`src/rtl/fetch_sequencer.sv`:
```
// -----------------------------------------------------------------------------
// fetch_sequencer
//   Owns the fetch PC and issues one instruction-memory read at a time over a
//   req/ready handshake. Fetched words go to ID through an output register
//   backed by a single skid entry. Exception redirects beat branch redirects,
//   and a redirect that lands while a read is in flight turns that read's
//   response stale, so it is dropped.
//
// Ports
//   clk_i                 clock, all state updates on the rising edge
//   rst_ni                synchronous active-low reset
//   stall_i               ID cannot accept an instruction this cycle
//   redirect_exc_i/exc_pc_i  exception redirect request and target
//   redirect_br_i/br_pc_i    branch redirect request and target
//   mem_req_o/mem_addr_o     read request and address (stable until ready)
//   mem_ready_i/mem_rdata_i  read completion and instruction word
//   instr1_o              instruction to ID
//   instr_pc_o            address of instr1_o
//   instr_pc_plus4_o      instr_pc_o + PC_INCR
//   instr1_available_o    instr1_o holds a valid instruction
//   wait_cycles_o         saturating count of request cycles without ready
// -----------------------------------------------------------------------------
module fetch_sequencer #(
  parameter logic [31:0] RESET_PC = 32'hBFC00000,
  parameter logic [31:0] PC_INCR  = 32'd4,
  parameter int          WCNT_W   = 16
) (
  input  logic              clk_i,
  input  logic              rst_ni,
  input  logic              stall_i,
  input  logic              redirect_exc_i,
  input  logic [31:0]       exc_pc_i,
  input  logic              redirect_br_i,
  input  logic [31:0]       br_pc_i,
  output logic              mem_req_o,
  output logic [31:0]       mem_addr_o,
  input  logic              mem_ready_i,
  input  logic [31:0]       mem_rdata_i,
  output logic [31:0]       instr1_o,
  output logic [31:0]       instr_pc_o,
  output logic [31:0]       instr_pc_plus4_o,
  output logic              instr1_available_o,
  output logic [WCNT_W-1:0] wait_cycles_o
);

  typedef enum logic [1:0] {
    S_FETCH  = 2'd0,
    S_SQUASH = 2'd1,
    S_HOLD   = 2'd2
  } state_e;

  state_e            state_q;
  logic [31:0]       pc_q;
  logic [31:0]       pend_q;
  logic [31:0]       instr_q;
  logic [31:0]       ipc_q;
  logic [31:0]       iplus4_q;
  logic              avail_q;
  logic [31:0]       skid_instr_q;
  logic [31:0]       skid_pc_q;
  logic [WCNT_W-1:0] wait_q;

  logic        redir;
  logic [31:0] target;
  logic        consume;
  logic        slot_free;

  assign redir     = redirect_exc_i | redirect_br_i;
  assign target    = redirect_exc_i ? exc_pc_i : br_pc_i;
  assign consume   = avail_q & ~stall_i;
  assign slot_free = ~avail_q | consume;

  // While a redirect is pending in SQUASH, pc_q still holds the stale address
  // so the request address never moves under an outstanding read.
  assign mem_req_o          = (state_q != S_HOLD);
  assign mem_addr_o         = pc_q;
  assign instr1_o           = instr_q;
  assign instr_pc_o         = ipc_q;
  assign instr_pc_plus4_o   = iplus4_q;
  assign instr1_available_o = avail_q;
  assign wait_cycles_o      = wait_q;

  always_ff @(posedge clk_i) begin
    if (!rst_ni) begin
      state_q      <= S_FETCH;
      pc_q         <= RESET_PC;
      pend_q       <= '0;
      instr_q      <= '0;
      ipc_q        <= '0;
      iplus4_q     <= '0;
      avail_q      <= 1'b0;
      skid_instr_q <= '0;
      skid_pc_q    <= '0;
      wait_q       <= '0;
    end else begin
      if (mem_req_o && !mem_ready_i && !(&wait_q)) begin
        wait_q <= wait_q + WCNT_W'(1);
      end

      // A consumed word leaves the output register unless something below
      // reloads it in the same cycle.
      if (consume) begin
        avail_q <= 1'b0;
      end

      unique case (state_q)
        S_FETCH: begin
          if (mem_ready_i) begin
            if (redir) begin
              pc_q    <= target;
              avail_q <= 1'b0;
            end else if (slot_free) begin
              instr_q  <= mem_rdata_i;
              ipc_q    <= pc_q;
              iplus4_q <= pc_q + PC_INCR;
              avail_q  <= 1'b1;
              pc_q     <= pc_q + PC_INCR;
            end else begin
              skid_instr_q <= mem_rdata_i;
              skid_pc_q    <= pc_q;
              pc_q         <= pc_q + PC_INCR;
              state_q      <= S_HOLD;
            end
          end else if (redir) begin
            pend_q  <= target;
            avail_q <= 1'b0;
            state_q <= S_SQUASH;
          end
        end

        S_SQUASH: begin
          avail_q <= 1'b0;
          if (mem_ready_i) begin
            // The newest redirect wins over the one already pending.
            pc_q    <= redir ? target : pend_q;
            state_q <= S_FETCH;
          end else if (redir) begin
            pend_q <= target;
          end
        end

        S_HOLD: begin
          if (redir) begin
            avail_q <= 1'b0;
            pc_q    <= target;
            state_q <= S_FETCH;
          end else if (consume) begin
            instr_q  <= skid_instr_q;
            ipc_q    <= skid_pc_q;
            iplus4_q <= skid_pc_q + PC_INCR;
            avail_q  <= 1'b1;
            state_q  <= S_FETCH;
          end
        end

        default: begin
          state_q <= S_FETCH;
        end
      endcase
    end
  end

endmodule

```
`config.mk`:
```
export PLATFORM = sky130hd
export DESIGN_NAME = fetch_sequencer
export DESIGN_NICKNAME = d
export VERILOG_FILES = /design/src/rtl/fetch_sequencer.sv
export SDC_FILE = /design/constraint.sdc
export NUM_CORES = 1
export LEC_CHECK = 0
export CAP_MARGIN = 20
export CELL_PAD_IN_SITES_DETAIL_PLACEMENT = 0
export CELL_PAD_IN_SITES_GLOBAL_PLACEMENT = 2
export CORE_AREA = 2 2 213 215
export DETAILED_ROUTE_END_ITERATION = 6
export DIE_AREA = 0 0 215 217
export MAX_ROUTING_LAYER = met4
export PLACE_DENSITY_LB_ADDON = 0.1
export SYNTH_ARGS = -nofsm -noshare
export SYNTH_HDL_FRONTEND = slang
export SYNTH_SLANG_ARGS = --single-unit
```
`constraint.sdc`:
```
create_clock -name clk_i -period 2.7 [get_ports clk_i]
set_input_delay 0.81 -clock clk_i [delete_from_list [all_inputs] [get_ports clk_i]]
set_output_delay 0.81 -clock clk_i [all_outputs]
set_load 0.05 [all_outputs]
```
; Word level (Yosys, flattened, before mapping)
; Cells that the tools add are included.
[word_totals]
elab_cells = 90
latch_bits = 0
reg_bits = 243
mem_bits_rw = 0
romBits = 0
n_memories = 0
[op_classes]
mux = 41
n_div = 0
bitwise_logic = 8
shifts = 0
eq_ne = 14
n_reduce_logical = 14
mul = 0
add_sub_neg = 3
n_lt_le_gt_ge = 0
[op_table]
columns = op, count
row1 = two-way mux 32 bit, 21
row2 = case mux 32 bit (2 select lines), 3
row3 = case mux 32 bit (3 select lines), 1
row4 = "adder 32 x 3 -> 32 bit, second input constant", 2
row5 = "adder 16 x 1 -> 16 bit, second input constant", 1
row6 = "inequality test 2 bit, second input constant", 8
row7 = AND reduction 16 bit, 1
row8 = two-way mux 2 bit, 7
row9 = "inequality test 3 bit, second input constant", 4
row10 = AND reduction 4 bit, 2
row11 = two-way mux 1 bit, 7
row12 = case mux 2 bit (3 select lines), 1
row13 = AND reduction 6 bit, 1
row14 = inverter 1 bit, 5
row15 = AND reduction 5 bit, 1
row16 = case mux 1 bit (3 select lines), 1
row17 = nonzero test 3 bit, 1
row18 = "== test 2 x 1 -> 1 bit, second input constant", 1
row19 = "== test 2 bit, second input constant", 1
row20 = logical AND 1 bit, 2
row21 = zero test 1 bit, 2
row22 = zero test 2 bit, 1
row23 = OR 1 bit, 2
row24 = AND reduction 2 bit, 1
row25 = 3 further kinds, 3

; Depth between registers and ports, before layout
; Gate-level depths: netlist of the first run.
[depth]
depth_word = 7
ltp_mapped = 11

; Worst setup path before layout of the first run
; OpenSTA, ideal clock, no wires.
[synth_timing]
kind = register to register
from = register pc_q[16], in the netlist mem_addr_o[16]
to = register pc_q[31], in the netlist mem_addr_o[31]
setup_time_ps = 130
path_slack_ps = 97
required_ps = 2570
arrival_time_ps = 2473
stages_incl_launch_ff = 8
cell_sequence = dfxtp_1 -> buf_2 -> nand4_1 -> or4_4 -> or4_4 -> a2bb2oi_1 -> o22ai_1 -> nand2_1
[synth_via]
elab_chain_len = 4
[synth_lines]
columns = element, line_no
row1 = from (decl), 53  ; logic [31:0] pc_q;
row2 = from (signal assigned), 110  ; pc_q <= target;
row3 = from (signal assigned), 117  ; pc_q <= pc_q + PC_INCR;
row4 = from (signal assigned), 121  ; pc_q <= pc_q + PC_INCR;
row5 = adder 32 x 3 -> 32 bit, "117, 121"
row6 = two-way mux 32 bit, 109  ; if (redir) begin
row7 = two-way mux 32 bit, 108  ; if (mem_ready_i) begin
row8 = case mux 32 bit (3 select lines), 106  ; unique case (state_q)
; Every way passes these cells. The select of a mux whose other input is x is not followed.
; A chain may end at the register's enable or synchronous reset.

; Worst setup path in the final report of the first run
[layout_timing]
from = register wait_q[7], in the netlist wait_cycles_o[7]
to = output port wait_cycles_o[7]
[layout_rtl]
columns = element, line_no
row1 = from (decl), 61  ; logic [WCNT_W-1:0] wait_q;
row2 = from (signal assigned), 97  ; wait_q <= wait_q + WCNT_W'(1);
row3 = to (decl), 43  ; output logic [WCNT_W-1:0] wait_cycles_o
; No word-level cell between the ends.

==> results.sh, run 1 <==
export IMPL_worst_path_largest_cell_delay_ns=0.84
export IMPL_start_util=0.265
export IMPL_cellPowerDensity_nw_per_um2=641
export IMPL_synthCells=1475
export IMPL_synthesis_area_um2=11900
export IMPL_place_area_um2=15900
export IMPL_hold_path_class="flip-flop to flip-flop"
export IMPL_ctsLongestPathBuffers=3
export IMPL_totalWireLength_um=48000
export IMPL_drive_gt1_frac=0.133
export IMPL_worstMarginPinSlew_ns=0.678
export IMPL_cp_top_family="buffers and inverters"
export IMPL_viasPerCell=4.93
export IMPL_top_layer="met4"
export IMPL_routed_wl_met3_um=2410
export IMPL_critPathKind="flip-flop to primary output"
export IMPL_multi_input_area_um2=6520
export IMPL_cts_buffers=30
export IMPL_die_area_um2=46700
export IMPL_cts_tree="done"
export IMPL_crit_required_ns=1.89
export IMPL_port_buffers=247
export IMPL_gp_routability_congestion=0.845
export IMPL_antenna_found_initial=0
export IMPL_grt_max_degree=52
export IMPL_regArea_um2=4820
export IMPL_hold_buffers=0
export IMPL_first_iter_violations=739
export IMPL_ir_drop_uv=377
export IMPL_coreArea_um2=44700
export IMPL_endpoint_kind="primary output"
export IMPL_slew_limit_headroom=0.548
export IMPL_grt_overflow_total=0
export IMPL_status="finished, final reports clean"
export IMPL_first_pass_iters=5
export IMPL_slew_violations=0
export IMPL_rsz0062_at_grt="no"
export IMPL_die_y_um=217
export IMPL_io_pins=248
export IMPL_avgRoutedWirePerCell_um=20.0
export IMPL_fmax_mhz=379
export IMPL_vias=11800
export IMPL_skew_ns=0.0100
export IMPL_worst_path_buf_inv=1
export IMPL_final_period_utilization=0.977
export IMPL_path_cells="clkdlybuf4s50_1"
export IMPL_hold_viol=0
export IMPL_synth_ff_type="dfxtp_1"
export IMPL_async_flop_share=0
export IMPL_dp_hpwl_um=35200
export IMPL_syn_to_final_growth_pct=42.8
export IMPL_ys_types=58
export IMPL_fillers=4625
export IMPL_drt_drc_violations_left=0
export IMPL_cp_slowest_cell="clkdlybuf4s50_1"
export IMPL_rows=78
export IMPL_setup_tns_ns=0
export IMPL_finalCriticalPeriod_ns=2.64
export IMPL_yosys_warnings=0
export IMPL_met1_length_um=22100
export IMPL_path_clk_slew_ns=0.06
export IMPL_die_w_um=215
export IMPL_clockRootBuffer="clkbuf_16"
export IMPL_htreeDepth=1
export IMPL_synth_edf_count=0
export IMPL_start_kind="flip-flop"
export IMPL_synth_seq_cells=241
export IMPL_insertion_delay_ns=0.57
export IMPL_setup_violations_final=0
export IMPL_drv_cap=0
export IMPL_synth_seq_area_share=0.407
export IMPL_synth_fp_nets=1584
export IMPL_path_max_fanout=5
export IMPL_fin_area_um2=16900
export IMPL_worst_ep_arrival_time_ns=1.83
export IMPL_grtUsageTotal=0.210
export IMPL_fin_nets=1881
export IMPL_grt_pass1_wl_um=73400
export IMPL_final_util=0.379
export IMPL_clkSinkCount=241
export IMPL_antenna_cells=0
export IMPL_wl_met2_um=22500
export IMPL_syn_area_per_cell_um2=8.04
export IMPL_leakage_uw=0.00613
export IMPL_final_antenna_net_count=0
export IMPL_first_global_vias=11700
==> cells by family after synthesis <==
| logic type | count (synthesis) | synth area share |
|---|---|---|
| xor+xnor | 65 | 0.0480 |
| compound gates | 361 | 0.192 |
| simple gates | 555 | 0.207 |
| fa+ha+maj | 7 | 0.00739 |
| flops | 241 | 0.407 |
| buf+inv | 138 | 0.0456 |
| mux | 108 | 0.0925 |
==> power by group <==
part	switching, µW	internal [µW]	leakage, µW
logic	1630	966	0.00363
clock network	1660	2680	0.000540
registers	157	3760	0.00196
==> final timing paths <==
path | startpoint | endpoint | slack [ns] | cells past startpoint
hold / removal | skid_instr_q[26]$_SDFFE_PN0P_ | skid_instr_q[26]$_SDFFE_PN0P_ | 0.45 | 2
setup / recovery | wait_cycles_o[7]$_SDFFE_PN0P_ | wait_cycles_o[7] | 0.06 | 1
hold reg to reg | skid_instr_q[26]$_SDFFE_PN0P_ | skid_instr_q[26]$_SDFFE_PN0P_ | 0.45 | 2
setup reg to reg | mem_addr_o[2]$_SDFFE_PN0P_ | instr_pc_plus4_o[31]$_SDFFE_PN0P_ | 0.14 | 6
==> final cells by class <==
type | count | area share
clock buffers | 41 | 0.0528
clock inverters | 14 | 0.0104
inverters | 15 | 0.00362
multi-input cells | 1096 | 0.385
flip-flops and latches | 241 | 0.285
well taps | 600 | 0.0444
repair buffers | 388 | 0.219
==> registers in the layout (all words and copies together) (netlist names) <==
signal	flops
state_q	2
skid_pc_q	32
instr_pc_o	32
mem_addr_o	32
wait_cycles_o	16
instr1_o	32
skid_instr_q	32
pend_q	32
instr1_available_o	1
instr_pc_plus4_o	30
==> cell usage after synthesis (10+ instances only) <==
master / instances / area, µm²
a211oi_1: 88 / 661
nand4_1: 19 / 119
buf_2: 12 / 60.1
buf_1: 12 / 45.0
o211ai_1: 25 / 188
dfxtp_1: 241 / 4820
nor2_1: 170 / 638
xnor2_1: 30 / 263
and2_1: 10 / 62.6
o22ai_1: 15 / 93.8
nand2_1: 216 / 811
clkbuf_1: 97 / 364
a21oi_1: 111 / 556
mux2i_1: 96 / 961
mux2_2: 12 / 135
nand3_1: 55 / 275
nor4_1: 12 / 75.1
xor2_1: 35 / 307
a22oi_1: 10 / 75.1
nor3_1: 28 / 140
inv_1: 14 / 52.6
and3_1: 11 / 68.8
o21ai_0: 63 / 315
==> through the flow <==
stage / hold WS [ns] / setup WS, ns / power [µW] / instances
final: 0.453 / 0.0631 / 10900 / 2395
after global routing: 0.466 / 0.000242 / 11300 / 2395
after CTS: 0.455 / 0.00198 / 11000 / 2395
after detailed placement: 0.447 / -0.150 / 6630 / 2339
after global placement: 0.441 / -0.101 / 6630 / 2339
after floorplan: 0.436 / 0.0974 / 5430 / 1475
==> placed cells by master, fill, tap and decap left out, types with 5 or more instances in the layout <==
cell and instances:
a31oi_1 9, nor3_1 28, and2_1 10, clkinv_2 9
o211ai_1 25, clkdlybuf4s50_1 207, ha_1 6, a211oi_1 88
clkbuf_8 8, and3_1 11, inv_1 14, and4_1 7
o21ai_0 63, xnor2_1 30, a22oi_1 10, nand2_1 216
dlymetal6s2s_1 5, nor4_1 12, o22ai_1 15, nand2b_1 9
nand4_1 19, mux2i_1 96, nand3_1 55, clkbuf_16 31
a21oi_1 111, xor2_1 35, dlygate4sd2_1 19, buf_4 137
dfxtp_1 241, o31ai_1 7, nor2_1 168, mux2_2 12
buf_12 18
==> layer usage <==
metal,up-vias,track usage
li1,5839,-
met1,5612,0.270
met2,293,0.347
met3,55,0.0372
met4,0,0.0402
met5,-,-
==> worst reg2reg max path, stage by stage (launching register included) <==
cell     delay, ns
dfxtp_1       0.53
nand3_1       0.25
or4_1         0.69
or4_4         0.54
mux2i_1       0.18
and3_1        0.21
o21ai_1       0.06
==> repair_timing <==
action	CTS	global route
setup buffers	1	0
resized for setup	19	5
setup endpoints to repair	20	5
No activity file was read; power rests on OpenSTA's default activity.
==> run 2, diff against run 1 <==
--- a/config.mk
+++ b/config.mk
@@ -13,6 +13,7 @@
 export DIE_AREA = 0 0 215 217
 export MAX_ROUTING_LAYER = met4
 export PLACE_DENSITY_LB_ADDON = 0.1
+export RECOVER_POWER = 50
 export SYNTH_ARGS = -nofsm -noshare
 export SYNTH_HDL_FRONTEND = slang
 export SYNTH_SLANG_ARGS = --single-unit
==> results.sh, run 2 (synthesis results as in run 1) <==
export IMPL_reg2reg_depth=6
export IMPL_worstMarginPinSlew_ns=0.663
export IMPL_grtUsageTotal=0.210
export IMPL_endpoint_kind="primary output"
export IMPL_final_common_cell="dfxtp_1"
export IMPL_critPathKind="flip-flop to primary output"
export IMPL_rsz0062_at_grt="no"
export IMPL_cp_slowest_cell="clkdlybuf4s50_1"
export IMPL_die_area_um2=46700
export IMPL_drive_gt1_frac=0.113
export IMPL_antenna_cells=0
export IMPL_fin_cells=2395
export IMPL_fmax_mhz=379
export IMPL_start_util=0.265
export IMPL_drv_cap=0
export IMPL_grt_pass1_wl_um=73400
export IMPL_avgRoutedWirePerCell_um=20.1
export IMPL_gp_routability_congestion=0.845
export IMPL_fin_nets=1881
export IMPL_leakage_uw=0.00587
export IMPL_htreeDepth=1
export IMPL_clockRootBuffer="clkbuf_16"
export IMPL_antenna_found_initial=0
export IMPL_final_antenna_net_count=0
export IMPL_vias=11800
export IMPL_use_met3=0.0372
export IMPL_start_kind="flip-flop"
export IMPL_path_cells="clkdlybuf4s50_1"
export IMPL_mostFrequentLayoutCells="dfxtp_1, nand2_1, clkdlybuf4s50_1, nor2_1, a21oi_1"
export IMPL_cellPowerDensity_nw_per_um2=648
export IMPL_crit_required_ns=1.89
export IMPL_worst_path_largest_cell_delay_ns=0.84
export IMPL_slew_violations=0
export IMPL_dp_cells=2339
export IMPL_rr_startpoint="mem_addr_o[18]$_SDFFE_PN0P_"
export IMPL_setup_tns_ns=0
export IMPL_hold_viol=0
export IMPL_coreArea_um2=44700
export IMPL_first_pass_iters=5
export IMPL_io_pins=248
export IMPL_viasPerCell=4.94
export IMPL_r2r_end="instr_pc_plus4_o[28]$_SDFFE_PN0P_"
export IMPL_min_path_cells=2
export IMPL_worst_ep_arrival_time_ns=1.83
export IMPL_cp_top_family="buffers and inverters"
export IMPL_cts_tree="done"
export IMPL_setup_violations_final=0
export IMPL_ctsLongestPathBuffers=3
export IMPL_totalWireLength_um=48100
export IMPL_grt_overflow_total=0
export IMPL_final_period_utilization=0.977
export IMPL_grtUsageMet2=0.347
export IMPL_first_iter_violations=718
export IMPL_dp_hpwl_um=35200
export IMPL_syn_to_final_growth_pct=40.6
export IMPL_r2r_setup_slack_ns=0.18
export IMPL_min_from="skid_instr_q[26]$_SDFFE_PN0P_"
export IMPL_min_to="skid_instr_q[26]$_SDFFE_PN0P_"
export IMPL_drt_drc_violations_left=0
export IMPL_cts_buffers=30
export IMPL_fillers=4681
export IMPL_path_max_fanout=5
export IMPL_insertion_delay_ns=0.57
export IMPL_die_w_um=215
export IMPL_grt_max_degree=52
export IMPL_skew_ns=0.0114
export IMPL_slew_limit_headroom=0.558
export IMPL_worst_path_buf_inv=1
export IMPL_first_global_vias=11700
export IMPL_hold_path_class="flip-flop to flip-flop"
export IMPL_ir_drop_uv=379
export IMPL_path_clk_slew_ns=0.06
export IMPL_clkSinkCount=241
export IMPL_rows=78
export IMPL_finalPower_uw=10800
export IMPL_grt_busiest_layer="met2"
export IMPL_port_buffers=247
export IMPL_met1_usage=0.270
export IMPL_die_y_um=217
export IMPL_status="finished, final reports clean"
export IMPL_finalCriticalPeriod_ns=2.64
[run 2: where the power goes]
group / internal (µW) / switching [µW] / leakage, µW
Combinational: 910 / 1620 / 0.00337
Sequential: 3760 / 157 / 0.00196
Clock: 2680 / 1660 / 0.000540
Total: 7350 / 3430 / 0.00587
[run 2: timing repair]
action                                  4_1_cts  5_1_grt
gates resized for setup                      19        5
hold buffers                                  0        0
pin swaps                                     0        0
endpoints found under the setup margin       20        5
buffers inserted                              1        0
endpoints found under the hold margin         0        0
[run 2: final cells by class]
class | instances | area [µm²] | share of cell area
multi-input combinational | 1096 | 6490 | 0.390
sequential | 241 | 4820 | 0.290
clock inverter | 14 | 176 | 0.0106
inverter | 15 | 61.3 | 0.00368
tap | 600 | 751 | 0.0451
timing repair buffer | 388 | 3460 | 0.208
clock buffer | 41 | 893 | 0.0536
[run 2: stage by stage]
step                      hold WS, ns  area (µm²)  setup slack (ns)   util
final                           0.453       16700            0.0625  0.373
after global routing            0.466       16700          0.000242  0.373
after CTS                       0.455       16900           0.00198  0.378
after detailed placement        0.447       15900            -0.150  0.355
after global placement          0.441       15900            -0.101  0.355
after floorplan                 0.436       11900            0.0974      -
[run 2: worst max-delay path by stage]
stage / from / slack (ns) / endpoint / depth (start not counted)
6_report: wait_cycles_o[7]$_SDFFE_PN0P_ / 0.06 / wait_cycles_o[7] / 1
5_1_grt: wait_cycles_o[7]$_SDFFE_PN0P_ / 0.0002 / wait_cycles_o[7] / 1
4_1_cts: wait_cycles_o[6]$_SDFFE_PN0P_ / 0.002 / wait_cycles_o[6] / 1
3_5_place_dp: mem_ready_i / -0.15 / instr_pc_o[18]$_SDFFE_PN0P_ / 8
3_3_place_gp: mem_ready_i / -0.10 / instr_pc_o[29]$_SDFFE_PN0P_ / 8
2_1_floorplan: mem_addr_o[16]$_SDFFE_PN0P_ / 0.1 / mem_addr_o[31]$_SDFFE_PN1P_ / 7
[run 2: per-layer routing]
| metal | wire [µm] | vias up |
|---|---|---|
| met4 | 937 | 0 |
| met3 | 2560 | 60 |
| met2 | 22600 | 323 |
| met1 | 22000 | 5609 |
| met5 | 0 | - |
| li1 | - | 5830 |
==> run 3, diff against run 2 <==
--- a/config.mk
+++ b/config.mk
@@ -5,12 +5,12 @@
 export SDC_FILE = /design/constraint.sdc
 export NUM_CORES = 1
 export LEC_CHECK = 0
-export CAP_MARGIN = 20
 export CELL_PAD_IN_SITES_DETAIL_PLACEMENT = 0
 export CELL_PAD_IN_SITES_GLOBAL_PLACEMENT = 2
 export CORE_AREA = 2 2 213 215
 export DETAILED_ROUTE_END_ITERATION = 6
 export DIE_AREA = 0 0 215 217
+export HOLD_SLACK_MARGIN = 0.1
 export MAX_ROUTING_LAYER = met4
 export PLACE_DENSITY_LB_ADDON = 0.1
 export RECOVER_POWER = 50
==> results of run 3 <==
Same layout as run 2: the final DEF is identical, and so are final timing and power.
